## src/rtl/pc_sequencer_pkg.sv

```systemverilog
// Shared definitions for the fetch-stage PC sequencer: FSM state encoding and defaults.
package pc_sequencer_pkg;

    typedef enum logic [1:0] {
        ST_BOOT    = 2'd0,
        ST_RUN     = 2'd1,
        ST_STALLED = 2'd2,
        ST_HALTED  = 2'd3
    } pc_state_t;

    localparam int PC_WIDTH_DEFAULT = 32;
    localparam int RESET_PC_DEFAULT = 0;

endpackage

```

## src/rtl/dffe_ref.sv

```systemverilog
// Single-bit enabled register with asynchronous active-high clear to a per-bit reset value.
module dffe_ref #(
    parameter logic RST_VAL = 1'b0
) (
    input  logic clk,
    input  logic clr,
    input  logic en,
    input  logic d,
    output logic q
);

    always_ff @(posedge clk or posedge clr) begin
        if (clr)
            q <= RST_VAL;
        else if (en)
            q <= d;
    end

endmodule

```

## src/rtl/pc_incrementer.sv

```systemverilog
// WIDTH-bit +1 adder as a half-adder ripple chain; the carry out of the top bit is dropped so the sum wraps.
import pc_sequencer_pkg::*;

module pc_incrementer #(
    parameter int WIDTH = PC_WIDTH_DEFAULT
) (
    input  logic [WIDTH-1:0] a,
    output logic [WIDTH-1:0] sum
);

    logic [WIDTH-1:0] carry;

    assign carry[0] = 1'b1;

    genvar i;
    generate
        for (i = 0; i < WIDTH; i++) begin : g_ha
            assign sum[i] = a[i] ^ carry[i];
            if (i > 0) begin : g_carry
                assign carry[i] = a[i-1] & carry[i-1];
            end
        end
    endgenerate

endmodule

```

## src/rtl/pc_sequencer.sv

```systemverilog
// Fetch-stage program counter writer: FSM (BOOT/RUN/STALLED/HALTED) plus next-PC mux driving imem.
import pc_sequencer_pkg::*;

module pc_sequencer #(
    parameter int               WIDTH    = PC_WIDTH_DEFAULT,
    parameter logic [WIDTH-1:0] RESET_PC = WIDTH'(RESET_PC_DEFAULT)
) (
    input  logic             clk,
    input  logic             clr,
    input  logic             stall,
    input  logic             redirect_valid,
    input  logic [WIDTH-1:0] redirect_target,
    input  logic             halt,
    output logic [WIDTH-1:0] pc_out,
    output logic [WIDTH-1:0] pc_plus1,
    output logic             fetch_valid,
    output logic             flush,
    output logic [1:0]       state_out
);

    pc_state_t        state_q;
    pc_state_t        state_d;
    logic             fetch_valid_q;
    logic             fetch_valid_d;
    logic             pc_load;
    logic             take_redirect;
    logic [WIDTH-1:0] pc_d;

    pc_incrementer #(.WIDTH(WIDTH)) u_inc (
        .a   (pc_out),
        .sum (pc_plus1)
    );

    always_ff @(posedge clk or posedge clr) begin
        if (clr) begin
            state_q       <= ST_BOOT;
            fetch_valid_q <= 1'b0;
        end else begin
            state_q       <= state_d;
            fetch_valid_q <= fetch_valid_d;
        end
    end

    // Priority halt > redirect > stall > increment applies identically in RUN and STALLED.
    always_comb begin
        state_d       = state_q;
        fetch_valid_d = fetch_valid_q;
        pc_load       = 1'b0;
        take_redirect = 1'b0;
        case (state_q)
            ST_BOOT: begin
                state_d       = ST_RUN;
                fetch_valid_d = 1'b1;
            end
            ST_RUN, ST_STALLED: begin
                if (halt) begin
                    state_d       = ST_HALTED;
                    fetch_valid_d = 1'b0;
                end else if (redirect_valid) begin
                    state_d       = ST_RUN;
                    fetch_valid_d = 1'b1;
                    pc_load       = 1'b1;
                    take_redirect = 1'b1;
                end else if (stall) begin
                    state_d       = ST_STALLED;
                    fetch_valid_d = 1'b1;
                end else begin
                    state_d       = ST_RUN;
                    fetch_valid_d = 1'b1;
                    pc_load       = 1'b1;
                end
            end
            ST_HALTED: begin
                state_d       = ST_HALTED;
                fetch_valid_d = 1'b0;
            end
            default: begin
                state_d       = ST_BOOT;
                fetch_valid_d = 1'b0;
            end
        endcase
    end

    assign pc_d = take_redirect ? redirect_target : pc_plus1;

    genvar i;
    generate
        for (i = 0; i < WIDTH; i++) begin : g_pc_reg
            dffe_ref #(.RST_VAL(RESET_PC[i])) u_pc_bit (
                .clk (clk),
                .clr (clr),
                .en  (pc_load),
                .d   (pc_d[i]),
                .q   (pc_out[i])
            );
        end
    endgenerate

    assign flush       = redirect_valid && ((state_q == ST_RUN) || (state_q == ST_STALLED));
    assign fetch_valid = fetch_valid_q;
    assign state_out   = state_q;

endmodule

```

## config.mk

```make
export PLATFORM = sky130hd
export DESIGN_NAME = pc_sequencer
export DESIGN_NICKNAME = d
export VERILOG_FILES = /design/src/rtl/pc_sequencer_pkg.sv /design/src/rtl/dffe_ref.sv /design/src/rtl/pc_incrementer.sv /design/src/rtl/pc_sequencer.sv
export SDC_FILE = /design/constraint.sdc
export NUM_CORES = 1
export LEC_CHECK = 0
export CAP_MARGIN = 20
export CORE_ASPECT_RATIO = 1.5
export CORE_MARGIN = 2
export CORE_UTILIZATION = 48
export CTS_BUF_LIST = sky130_fd_sc_hd__clkbuf_8
export DETAILED_ROUTE_END_ITERATION = 16
export PLACE_DENSITY = 0.95
export SLEW_MARGIN = 10
export SYNTH_ARGS = -nofsm -noshare
export SYNTH_HDL_FRONTEND = slang
export SYNTH_SLANG_ARGS = --single-unit
```

## constraint.sdc

```tcl
create_clock -name clk -period 16.2 [get_ports clk]
set_clock_uncertainty 0.15 [all_clocks]
set_input_delay 3.24 -clock clk [delete_from_list [all_inputs] [get_ports clk]]
set_output_delay 3.24 -clock clk [all_outputs]
set_load 0.03 [all_outputs]
```

# Word level (Yosys, flattened, before mapping)
# Index checks and enable logic that the tools add are counted.
word_totals:
  register_bits: 35
  inputBits: 37
  out_inout_bits: 68
  word_cells: 117
classes:
  n_eq_ne: 3
  muxes: 14
  bitwise: 62
  reduce_logical: 4
op_table:
  columns: ["cell", "count"]
  rows:
  - ["$mux 32", 1]
  - ["$xor 1x1->1", 31]
  - ["$and 1x1->1", 30]
  - ["$mux 1", 8]
  - ["$mux 2", 3]
  - ["$pmux 2 s3", 1]
  - ["$eq 2x2->1 const B", 2]
  - ["$pmux 1 s3", 1]
  - ["$eq 2x1->1 const B", 1]
  - ["$logic_not 2->1", 1]
  - ["$reduce_or 2->1", 1]
  - ["$logic_and 1x1->1", 1]
  - ["$logic_or 1x1->1", 1]
  - ["$not 1->1", 1]

# Longest topological paths before layout
# Gate-level depths: netlist of the first run.
depth:
  ltp_word: 32
  mapped_depth: 33
  mapped_depth_nobuf: 33

# Cells and area by module
# A second synthesis of the first run with hierarchy kept.
hier_totals:
  cells_unflattened: 181
  hier_area_um2: 2494.9
modules_own_cells:
  columns: ["module", "instances", "cells_per_inst", "area_per_inst_um2", "seq_area_each_um2"]
  rows:
  - ["dffe_ref", 32, 3, 43.8, 25.0]
  - ["pc_sequencer", 1, 53, 705.7, 75.1]
  - ["pc_incrementer", 1, 32, 387.9, 0.0]

# Worst setup path after synthesis of the first run
# Ideal clock, no wire load.
synth_timing:
  path_type: "register -> output"
  from: "reg g_pc_reg[0].u_pc_bit.q"
  to: "out pc_plus1[31]"
  t_arrival_ps: 6593
  t_required_ps: 12810
  setup_slack_ps: 6217
  path_stages_with_launch: 32
  n_path_buf: 0
  cell_sequence: "dfrtp_1 -> ha_1 -> ha_1 -> ha_1 -> ha_1 -> ha_1 -> ha_1 -> ha_1 -> ha_1 -> ha_1 -> ha_1 -> ha_1 -> ha_1 -> ha_1 -> ha_1 -> ha_1 -> ha_1 -> ha_1 -> ha_1 -> ha_1 -> ha_1 -> ha_1 -> ha_1 -> ha_1 -> ha_1 -> ha_1 -> ha_1 -> ha_1 -> ha_1 -> ha_1 -> ha_1 -> xor2_1"
synth_via:
  elab_chain_len: 31
synth_lines:
  columns: ["element", "line", "source"]
  rows:
  - ["start: declaration", "dffe_ref.sv:9", "output logic q"]
  - ["start signal: assignment", "dffe_ref.sv:14", "q <= RST_VAL;"]
  - ["start signal: assignment", "dffe_ref.sv:16", "q <= d;"]
  - ["$and 1x1->1 (30 in a row)", "pc_incrementer.sv:20", "assign carry[i] = a[i-1] & carry[i-1];"]
  - ["$xor 1x1->1", "pc_incrementer.sv:18", "assign sum[i] = a[i] ^ carry[i];"]
  - ["end: declaration", "pc_sequencer.sv:15", "output logic [WIDTH-1:0] pc_plus1,"]
# No other way between the ends.

# Worst setup path after layout of the first run
# Ends and elaborated chain as after synthesis.

==> results of run 1 <==
## per-layer routing
layer | share of wire (%) | routed length (um)
met1 | 39 | 2209
met2 | 54 | 3039
met3 | 3.8 | 214
met4 | 2.4 | 133
met5 | 0 | 0
## logic make-up after synthesis
logic type      count (synthesis)  share of synthesized area (%)
buf+inv                        45                          13.92
simple gates                    9                          2.978
flops                          35                          34.18
mux                            62                          31.25
fa+ha+maj                      32                          15.62
xor+xnor                        1                         0.3419
compound gates                  7                          1.709
## sequential cells by signal, indices dropped and copies added (netlist names)
name             count
state_out            2
fetch_valid          1
g_pc.u_pc_bit.q     32
## worst min-delay path by stage
stage                                 start                 endpoint  slack [ps]  depth (start not counted)
floorplan           g_pc_reg[14].u_pc_bit.q  g_pc_reg[14].u_pc_bit.q         360                          1
global placement    g_pc_reg[18].u_pc_bit.q  g_pc_reg[18].u_pc_bit.q         370                          1
detailed placement   g_pc_reg[2].u_pc_bit.q   g_pc_reg[2].u_pc_bit.q         380                          1
CTS                 g_pc_reg[18].u_pc_bit.q  g_pc_reg[18].u_pc_bit.q         400                          1
global route        g_pc_reg[24].u_pc_bit.q  g_pc_reg[24].u_pc_bit.q         410                          1
finish              g_pc_reg[14].u_pc_bit.q  g_pc_reg[14].u_pc_bit.q         390                          1
## where the power goes
part	switching (mW)	internal, mW
logic	0.301	0.281
clock network	0.0305	0.0289
registers	0.0397	0.133
total	0.371	0.443
## layout make-up
class / count / share of cell area [%]
clock buffers: 5 / 1.999
repair buffers: 106 / 30.53
well taps: 68 / 2.472
flip-flops and latches: 35 / 25.45
multi-input cells: 111 / 38.64
inverters: 5 / 0.5453
clock inverters: 3 / 0.3635
## metrics by stage
step                worst slack, ps  utilization (%)  area (um^2)
detailed placement             5475            65.07         3361
CTS                            5100            66.64         3442
global route                   4795            66.64         3442
floorplan                      6217                -         2562
global placement               5525            65.07         3361
finish                         5170            66.64         3442
## synth_stat cells
cell	count
mux2_4	28
nor2b_1	1
dfrtp_1	35
nor2b_4	3
inv_1	5
xor2_1	1
a21oi_1	2
mux2_2	32
ha_1	32
o21ai_0	3
a22o_1	1
and2_2	1
nand2b_1	2
mux2i_1	2
buf_12	3
buf_6	2
buf_2	3
nor2_1	1
a211o_2	1
nand3_1	1
buf_4	32
## worst max-delay path, delay by kind of cell, from the launching register on
| family | cells | cell delay (ps) |
|---|---|---|
| buf+inv | 1 | 680 |
| xor+xnor | 1 | 150 |
| fa+ha+maj | 30 | 6110 |
| flops | 1 | 410 |
==> results.cfg, run 1 <==
[final_layout]
area_delta_synth_final_pct = 34.33
layout_commonest_cell = clkdlybuf4s50_1
fill_cells = 372
nNetsFinal = 333
multi_input_area_um2 = 1330
ff_latch_area_um2 = 875.8
drive_gt1_share_pct = 27.92
mostFrequentLayoutCells = clkdlybuf4s50_1, dfrtp_1, mux2_2, ha_1, mux2_4
fin_cells = 333
diodes = 0

[die]
row_count = 32
core_um2 = 5165
io_pins = 105
fp.dieW_um = 63.66
start_util_pct = 49.61
dieArea_um2 = 5951
die_h_um = 93.49

[placed_design]
gp_congestion = 0.8285
dp.cells = 325
io_buffers = 104
place.detailed.hpwl_mm = 4.285

[drt]
drc = 0
ant_nets = 0
drt-wirelength-per-cell_um = 16.80
vias = 1685
drt_iter0_drc = 67
first_pass_iters = 3
vias_per_cell = 5.060
wirelength_mm = 5.596

[clocking]
cts_max_level = 2
hold_buffers = 0
root_buffer = clkbuf_8
cts_buffer_depth = 2
insertion_delay_ps = 280
cts_tree = built
clk_pin_slew_ps = 70
post_cts_buffers = 0
numCtsBuffers = 5
clock-sinks = 35
cts_resized = 0

[critical_path]
reg2reg_setup_slack_ps = 8830
crit_top_cell = ha_1
worstPathRequired_ps = 12810
r2r_start = g_pc_reg[0].u_pc_bit.q
r2r-end = g_pc_reg[30].u_pc_bit.q
worstRegToRegCells = 32
slowest_delay_ps = 680
crit_type = reg -> out
cp-endpoint = pc_plus1[31]
worst_setup_path_end_kind = output port
arrival_ps = 7640
crit_path_start_kind = flop
critPathSlowestCell = clkdlybuf4s50_1
worst-path-max-fanout = 4
crit_start = g_pc_reg[0].u_pc_bit.q

[global_routing]
met1_usage_pct = 22.14
antenna_found_initial = 0
grt_usage_pct = 18.99
grt_busiest_layer = met2
grt_pass1_wl_mm = 8.756
gr-usage-met3_pct = 2.888
globalRouteOverflowTotal = 0
grt_max_degree = 37
use_met2_pct = 34.39
grt_pass1_vias = 1736

[timing]
setup_viol = 0
finalHoldViolations = 0
fmax_ghz = 0.09066
setup-tns-final_ps = 0
fin_crit_ps = 11030
worstMarginPinSlew_ps = 827.6
final_max_slew_viol_count = 0
final.period_utilization_pct = 68.09
grt_setup_unrepaired = no
holdWs_ps = 393.9
slew_headroom_pct = 44.83

[synthesis]
syn_avg_cell_area_um2 = 13.42
syn_area_um2 = 2562
syn-num-nets = 260
synth_seq_area_share_pct = 34.18
ys_top_cells_by_area = dfrtp_1, mux2_4, ha_1
synth_cell_types = 21
synth_top_cell_area_share_pct = 34.18
synthCells = 191
yosysTopAreaCell = dfrtp_1
synth_warnings = 0
ys_seq_elements = 35

[power]
max-vdd-ir-drop_uv = 138.0
power.density_nw_per_um2 = 236.4
p_leak_nw = 1.599
power.total_uw = 813.6

[run_status]
status = complete, no violations

[flow_run]
cap_violations = 0

[hold_path]
min_path_type = reg -> reg
Note: power is estimated with default switching activity, not from simulation.
==> run 2, diff against run 1 <==
--- a/config.mk
+++ b/config.mk
@@ -8,10 +8,10 @@
 export CAP_MARGIN = 20
 export CORE_ASPECT_RATIO = 1.5
 export CORE_MARGIN = 2
-export CORE_UTILIZATION = 48
+export CORE_UTILIZATION = 40
 export CTS_BUF_LIST = sky130_fd_sc_hd__clkbuf_8
 export DETAILED_ROUTE_END_ITERATION = 16
-export PLACE_DENSITY = 0.95
+export PLACE_DENSITY = 0.89
 export SLEW_MARGIN = 10
 export SYNTH_ARGS = -nofsm -noshare
 export SYNTH_HDL_FRONTEND = slang
==> constraint.sdc (replaced) <==
create_clock -name clk -period 9.8 [get_ports clk]
set_clock_uncertainty 0.15 [all_clocks]
set_input_delay 1.96 -clock clk [delete_from_list [all_inputs] [get_ports clk]]
set_output_delay 1.96 -clock clk [all_outputs]
set_load 0.03 [all_outputs]
==> run 2 against run 1 <==
  * Wire length rose by 2.5%
  * Power grew 70%
  * Hold slack better by 4.1 ps
  * Non-clock buffer count unchanged
  * Largest power group unchanged
==> results.cfg, run 2 (same netlist as run 1, synthesis figures left out) <==
[run_status]
status = complete, no violations

[hold_path]
min_path_type = reg -> reg
hold_depth = 1

[final_layout]
largest_register_ffs = 32
diodes = 0
fill_cells = 518
area_delta_synth_final_pct = 36.13
regMostFlops = g_pc.u_pc_bit.q
design_area_um2 = 3488
layout_commonest_cell = clkdlybuf4s50_1
drive_gt1_share_pct = 28.68
nNetsFinal = 333
mostFrequentLayoutCells = clkdlybuf4s50_1, dfrtp_1, mux2_2, ha_1, mux2_4

[global_routing]
grt_usage_pct = 16.55
antenna_found_initial = 0
grt_pass1_vias = 1877
globalRouteOverflowTotal = 0
grt_pass1_wl_mm = 9.259
grt_max_degree = 37

[drt]
drt_iter0_drc = 49
vias_per_cell = 4.873
ant_nets = 0
wirelength_mm = 5.734
first_pass_iters = 2
drc = 0
vias = 1652
drt-wirelength-per-cell_um = 16.91

[timing]
setup_slack_ps = 334.7
slew_headroom_pct = 42.40
setup-tns-final_ps = 0
worstMarginPinSlew_ps = 864.0
final_max_slew_viol_count = 0
final.period_utilization_pct = 96.58
grt_setup_unrepaired = no
setup_viol = 0
finalHoldViolations = 0
fmax_ghz = 0.1056
fin_crit_ps = 9465

[critical_path]
worstPathRequired_ps = 7690
critPathSlowestCell = dfrtp_1
crit_top_cell = ha_1
worstRegToRegCells = 32
worst_setup_path_end_kind = output port
slowest_delay_ps = 410
crit_path_start_kind = flop
arrival_ps = 7360
worst-path-max-fanout = 4
crit_type = reg -> out

[clocking]
post_cts_buffers = 0
hold_buffers = 0
numCtsBuffers = 5
insertion_delay_ps = 280
root_buffer = clkbuf_8
cts_tree = built
cts_max_level = 2
clk_pin_slew_ps = 70
cts_buffer_depth = 2
clock-sinks = 35

[power]
p_leak_nw = 1.621
p_clk_share_pct = 9.7
seq_power_share_pct = 20.6
internal-power_uw = 767.0
switchingPower_uw = 617.3
max-vdd-ir-drop_uv = 246.7
power.density_nw_per_um2 = 396.8
power.total_mw = 1.384
combPwrFrac_pct = 69.7
p_sw_share_pct = 44.59

[die]
start_util_pct = 41.50
io_pins = 105
row_count = 35
fp.dieW_um = 69.35
core_um2 = 6175
dieArea_um2 = 7075
die_h_um = 102.0

[placed_design]
gp_congestion = 0.8345
place_area_um2 = 3368
io_buffers = 104
pre_cts_ws_ps = 307.1
place.detailed.hpwl_mm = 4.457

[flow_run]
cap_violations = 0
==> run 2: changes by cell type in the layout (fill, tap and decap cells not counted) <==
cell,previous run,this run
clkdlybuf4s50_1,103,101
bufinv_16,0,1
inv_1,7,5
dlymetal6s2s_1,0,1
clkbuf_8,5,6
clkdlybuf4s15_1,0,1
==> run 2: path summary, 6_finish.rpt <==
check                      slack [ps]               startpoint                 endpoint
hold reg to reg                   400  g_pc_reg[17].u_pc_bit.q  g_pc_reg[17].u_pc_bit.q
setup reg to reg                 2420   g_pc_reg[0].u_pc_bit.q  g_pc_reg[30].u_pc_bit.q
hold / removal                    400  g_pc_reg[17].u_pc_bit.q  g_pc_reg[17].u_pc_bit.q
max in group asynchronous        7250                      clr  g_pc_reg[29].u_pc_bit.q
setup / recovery                  330   g_pc_reg[0].u_pc_bit.q             pc_plus1[31]
min in group asynchronous        1930                      clr   g_pc_reg[3].u_pc_bit.q
==> run 2: critical path: cells and delay by family, from the launching register on <==
kind,cells,cell delay [ps]
adders and majority gates,30,6140
xor gates and xnor gates,1,160
buffers and inverters,1,380
DFF,1,410
==> run 2: layout make-up <==
cell class,count,area (um^2),area share (%)
Sequential cell,35,875.8,25.11
Tap cell,74,92.59,2.654
Timing Repair Buffer,106,1054,30.20
Clock inverter,2,35.03,1.004
Multi-Input combinational cell,111,1330,38.13
Inverter,5,18.77,0.5380
Clock buffer,6,82.58,2.367
==> run 2: power groups by stage <==
| stage | clock, mW | sequential, mW | combinational, mW |
|---|---|---|---|
| global route | 0.145 | 0.299 | 1.02 |
| global placement | 0 | 0.286 | 0.959 |
| CTS | 0.138 | 0.287 | 0.974 |
| detailed placement | 0 | 0.288 | 0.972 |
| floorplan | 0 | 0.280 | 0.743 |
| finish | 0.134 | 0.286 | 0.964 |
==> run 2: repair_timing <==
action | 4_1_cts | 5_1_grt
hold endpoints to repair | 0 | 0
setup endpoints to repair | 1 | 2
gates resized for setup | 1 | 2
==> run 2: routing by layer <==
layer,up-vias,GRT usage [%],wire length [um]
met5,-,0,0
met4,0,6.938,129
met3,8,3.156,278
met2,58,31.36,3184
met1,797,17.98,2143
li1,789,-,-
==> run 2: stage by stage <==
stage,std cells,utilization (%),hold WS [ps]
floorplan,191,-,358.7
global placement,331,54.55,378.0
detailed placement,331,54.55,380.7
CTS,339,56.43,402.1
global route,339,56.49,423.6
finish,339,56.49,398.0
